$ cat src/rtl/frame_rate_meter.sv
// ============================================================================
//  Module   : frame_rate_meter
//  Purpose  : Counts frame-complete rising edges over a fixed gate window and
//             publishes a saturating 8-bit frames-per-window figure.
//  Revision : 1.0  initial release
// ============================================================================
`default_nettype none

module frame_rate_meter #(
    parameter int unsigned GATE_CYCLES = 50000000
) (
    input  logic       clk_i,
    input  logic       rst_n_i,
    input  logic       enable_i,
    input  logic       frame_done_i,
    input  logic       freeze_i,
    output logic [7:0] count_o,
    output logic       overflow_o,
    output logic       update_o
);

    localparam int unsigned c_gate_w = $clog2(GATE_CYCLES);
    localparam logic [c_gate_w-1:0] c_gate_last = c_gate_w'(GATE_CYCLES - 1);

    typedef enum logic [0:0] {
        S_IDLE = 1'b0,
        S_RUN  = 1'b1
    } state_t;

    state_t              state_q, state_d;
    logic [c_gate_w-1:0] gate_q, gate_d;
    logic [7:0]          acc_q, acc_d;
    logic                sat_q, sat_d;
    logic                fd_q;
    logic [7:0]          count_q, count_d;
    logic                ovf_q, ovf_d;
    logic                upd_q, upd_d;

    logic                w_ev;
    logic                w_acc_full;
    logic [7:0]          w_pub;
    logic                w_pub_ovf;

    assign w_ev       = frame_done_i & ~fd_q;
    assign w_acc_full = (acc_q == 8'hFF);
    // Closing value folds in an edge arriving on the last gate cycle.
    assign w_pub      = w_acc_full ? 8'hFF : (acc_q + {7'd0, w_ev});
    assign w_pub_ovf  = sat_q | (w_acc_full & w_ev);

    always_comb begin
        state_d = state_q;
        gate_d  = gate_q;
        acc_d   = acc_q;
        sat_d   = sat_q;
        count_d = count_q;
        ovf_d   = ovf_q;
        upd_d   = 1'b0;

        case (state_q)
            S_IDLE: begin
                gate_d = '0;
                acc_d  = '0;
                sat_d  = 1'b0;
                if (enable_i) begin
                    state_d = S_RUN;
                end
            end
            S_RUN: begin
                if (!enable_i) begin
                    // Partial window is thrown away.
                    state_d = S_IDLE;
                    gate_d  = '0;
                    acc_d   = '0;
                    sat_d   = 1'b0;
                end else if (gate_q == c_gate_last) begin
                    if (!freeze_i) begin
                        count_d = w_pub;
                        ovf_d   = w_pub_ovf;
                        upd_d   = 1'b1;
                    end
                    gate_d = '0;
                    acc_d  = '0;
                    sat_d  = 1'b0;
                end else begin
                    gate_d = gate_q + 1'b1;
                    if (w_ev) begin
                        if (w_acc_full) begin
                            sat_d = 1'b1;
                        end else begin
                            acc_d = acc_q + 8'd1;
                        end
                    end
                end
            end
            default: begin
                state_d = S_IDLE;
            end
        endcase
    end

    // Edge register resets high so a level already present at release is ignored.
    always_ff @(posedge clk_i or negedge rst_n_i) begin
        if (!rst_n_i) begin
            state_q <= S_IDLE;
            gate_q  <= '0;
            acc_q   <= '0;
            sat_q   <= 1'b0;
            fd_q    <= 1'b1;
            count_q <= '0;
            ovf_q   <= 1'b0;
            upd_q   <= 1'b0;
        end else begin
            state_q <= state_d;
            gate_q  <= gate_d;
            acc_q   <= acc_d;
            sat_q   <= sat_d;
            fd_q    <= frame_done_i;
            count_q <= count_d;
            ovf_q   <= ovf_d;
            upd_q   <= upd_d;
        end
    end

    assign count_o    = count_q;
    assign overflow_o = ovf_q;
    assign update_o   = upd_q;

endmodule

`default_nettype wire

$ cat config.mk
export PLATFORM = sky130hd
export DESIGN_NAME = frame_rate_meter
export DESIGN_NICKNAME = d
export VERILOG_FILES = /design/src/rtl/frame_rate_meter.sv
export SDC_FILE = /design/constraint.sdc
export NUM_CORES = 1
export LEC_CHECK = 0
export BUFFER_PORTS_ARGS = -buffer_cell sky130_fd_sc_hd__buf_2
export CORE_AREA = 3 3 67 69
export CTS_BUF_LIST = sky130_fd_sc_hd__clkbuf_4 sky130_fd_sc_hd__clkbuf_8 sky130_fd_sc_hd__clkbuf_16
export CTS_CLUSTER_DIAMETER = 100
export DETAILED_ROUTE_END_ITERATION = 10
export DIE_AREA = 0 0 70 72
export GPL_TIMING_DRIVEN = 0
export MAX_ROUTING_LAYER = met4
export PLACE_DENSITY = 0.77
export SYNTH_ARGS = -nofsm -noshare
export SYNTH_HDL_FRONTEND = slang
export SYNTH_SLANG_ARGS = --single-unit
$ cat constraint.sdc
create_clock -name clk_i -period 2.4 [get_ports clk_i]
set_clock_uncertainty 0.05 [all_clocks]
set_input_delay 0.48 -clock clk_i [delete_from_list [all_inputs] [get_ports clk_i]]
set_output_delay 0.48 -clock clk_i [all_outputs]
set_load 0.05 [all_outputs]
==> impl_results.md <==
* Run status: finished, final reports clean
* Max Slew Vio Count at 0
* Initial antenna violation count at 0
* Max clock buf depth at 2
* Crit path DAT at 2.32 ns
* CTS tree: yes
* Fraction of layout cells with a size suffix above 1 at 14.45%
* Fin. Hold Viols at 0
* Syn avg cell area at 9.761 um2
* Die area at 5040 um2
* Die X at 70 um
* Netlist cell types at 34
* DRC viols at 0
* Worst R2R End: gate_q[18]
* Routed Antenna Nets at 0
* Final setup violation count at 0
* Area leader, netlist: dfrtp_1
* Clk_lat worst skew at 0.30 ns
* Average routed wire per standard cell at 13.98 um
* Slew @ Worst Pin at 1.028 ns
* Design Area, Final at 2606 um2
* Kind of cell adding the most delay to the critical path: simple AND/OR/NAND/NOR gates
* Critical path class: register to register
* Largest net degree at the start of global routing at 48
* Final setup TNS at 0 ns
* Final WL at 4375 um
* Via count at 1795
* Synth Net Count at 251
* WHS Endpoint: fd_q
* Most instantiated cells after synthesis: 46 x dfrtp_1, 20 x nor2_1, 19 x nand2_1
* Post-synth top flop: dfrtp_1
* Max VDD drop at 0.3807 mV
* Worst-path fanout max at 10
* Initial DRC count at 99
* Synth area leaders: dfrtp_1 49%, mux2_2 4.3%, a21oi_1 3.6%
* Final HPWL DP at 3038 um
* Cell Area, Synth at 2362 um2
* R2R Path Start: gate_q[0]
* Startpoint Class: register
* Nets at 272
* Starting density of the core at 59.48%
* Clock Root Buffer: clkbuf_8
* CTS buffer count at 5
* Synth top area share at 48.73%
* GRT Total Usage at 19.25%
* Num rows at 23
* Total grt overflow at 0
* R2r setup slk at 0.19 ns
* RD Place Congestion at 0.8544
* Post-Place Worst Slack at -0.02117 ns
* IO buf count at 14
* Drt via density at 5.735
* Critical path, cell by cell: ha_1, and4_1, nand4b_1, o21bai_2, clkbuf_1, a21oi_1
* Dpl cell area at 2495 um2
* Area delta synth->final at 10.33%
* Count leader, synth: dfrtp_1
* Final std cells w/o fill at 313
* Leakage at 1.125 nW
* Fill count at 339
* Worst-path clk slew at 0.08 ns
* Endpoint class of the critical path: register
* RSZ-0062 raised after global routing: false
* Final period utilization at 92.17%
* Final worst path period need at 2.212 ns
* Seq/Total Area, Yosys at 49.84%
* CTS H-tree lvls at 2
* HP Start: frame_done_i
* Hold crit path type: input pin to register
* # Max-Cap Violations at 0
* Global-route wire length before repair at 7521 um
* Buf/Inv on CP at 1
* Clk sinks at 47
* Pwr dens at 539.6 nW/um2
* Worst Reg-to-Reg Cells at 6
* Cells after synthesis at 242
* 1st-pass router iterations at 4
* Number of global-route vias before repair at 1667
* Slowest-stage cell, CP: clkbuf_1
* Number of synthesized flops with an enable pin at 0
* Slew headroom at 31.45%
* Synth Warn # at 0
* Antenna cell count at 0
* Core area at 3971 um2
* Setup ws final at 0.1879 ns
* Post-synthesis async set-or-reset flop share at 100.0%
* Max Fclk at 0.4521 GHz
* CP Launch Point: gate_q[0]
* Max stage delay on crit path at 0.42 ns
* Flop and latch count out of synthesis at 47
* Placed Instances at 306
* Die height at 72 um
* Hold Crit Depth at 1
* IO Pins at 15
* WP data required at 2.51 ns
* Setup Buffers After CTS at 0
where the power goes:
part           leakage, nW  internal (mW)  switching [mW]
logic                0.426        0.00926          0.0327
registers            0.645          0.796         0.00275
clock network       0.0547          0.317           0.249
kinds of logic (layout without fill, tap and decap cells):
logic type,Yosys count,after routing,share of synthesized area (%)
AO/OA/AOI/OAI,41,41,9.693
flip-flops,47,47,49.84
buffers and inverters,18,39,2.913
XOR/XNOR,15,15,5.562
multiplexers,10,10,4.714
AND/OR/NAND/NOR,107,107,25.16
adder cells (fa/ha/maj),4,4,2.119
per-layer routing:
metal  GRT usage (%)  wire length (um)
met1           24.16              2028
met2           31.16              2156
met3           4.155               125
met4           6.809                65
met5               -                 0
registers in the layout, indices dropped and copies added, names as in the netlist:
signal,flops
fd_q,1
state_q,1
sat_q,1
acc_q,8
count_o,8
gate_q,26
overflow_o,1
update_o,1
metrics by stage:
step	util (%)	power, mW	hold slack, ns
final	65.63	1.406	0.2336
after global routing	65.63	1.461	0.2208
after CTS	65.60	1.431	0.2215
after detailed placement	62.82	0.8574	0.4215
after global placement	62.82	0.8569	0.4158
after floorplan	-	0.8312	0.1344
how the worst max path moves through the flow:
stage	slack, ns	cells after the start	to
after floorplan	0.47	5	count_o[0]
after global placement	0.01	6	acc_q[2]
after detailed placement	-0.02	6	acc_q[0]
after CTS	0.12	5	count_o[5]
after global routing	0.007	6	gate_q[18]
final	0.19	6	gate_q[18]
repair_timing:
action	4_1_cts	5_1_grt
hold buffers	0	0
gates resized for setup	1	2
endpoints found under the setup margin	28	4
layout by cell type, fill, tap and decap left out, types with 9 or more instances in the layout:
cell type | netlist | layout
or3_1 | 12 | 12
nand3_1 | 13 | 13
a21oi_1 | 17 | 17
mux2_2 | 9 | 9
nand2_1 | 19 | 19
dfrtp_1 | 46 | 46
nor2_1 | 20 | 20
o21ai_0 | 14 | 14
buf_2 | 1 | 15
cell type report:
cell class | instances | area, um2 | area share [%]
Timing Repair Buffer | 14 | 70.07 | 2.688
Clock inverter | 1 | 30.03 | 1.152
Sequential cell | 47 | 1177 | 45.18
Clock buffer | 6 | 76.32 | 2.928
Buffer | 10 | 40.04 | 1.536
Inverter | 8 | 30.03 | 1.152
Multi-Input combinational cell | 177 | 1120 | 42.97
Tap cell | 50 | 62.56 | 2.400
Note: power is estimated with default switching activity, not from simulation.
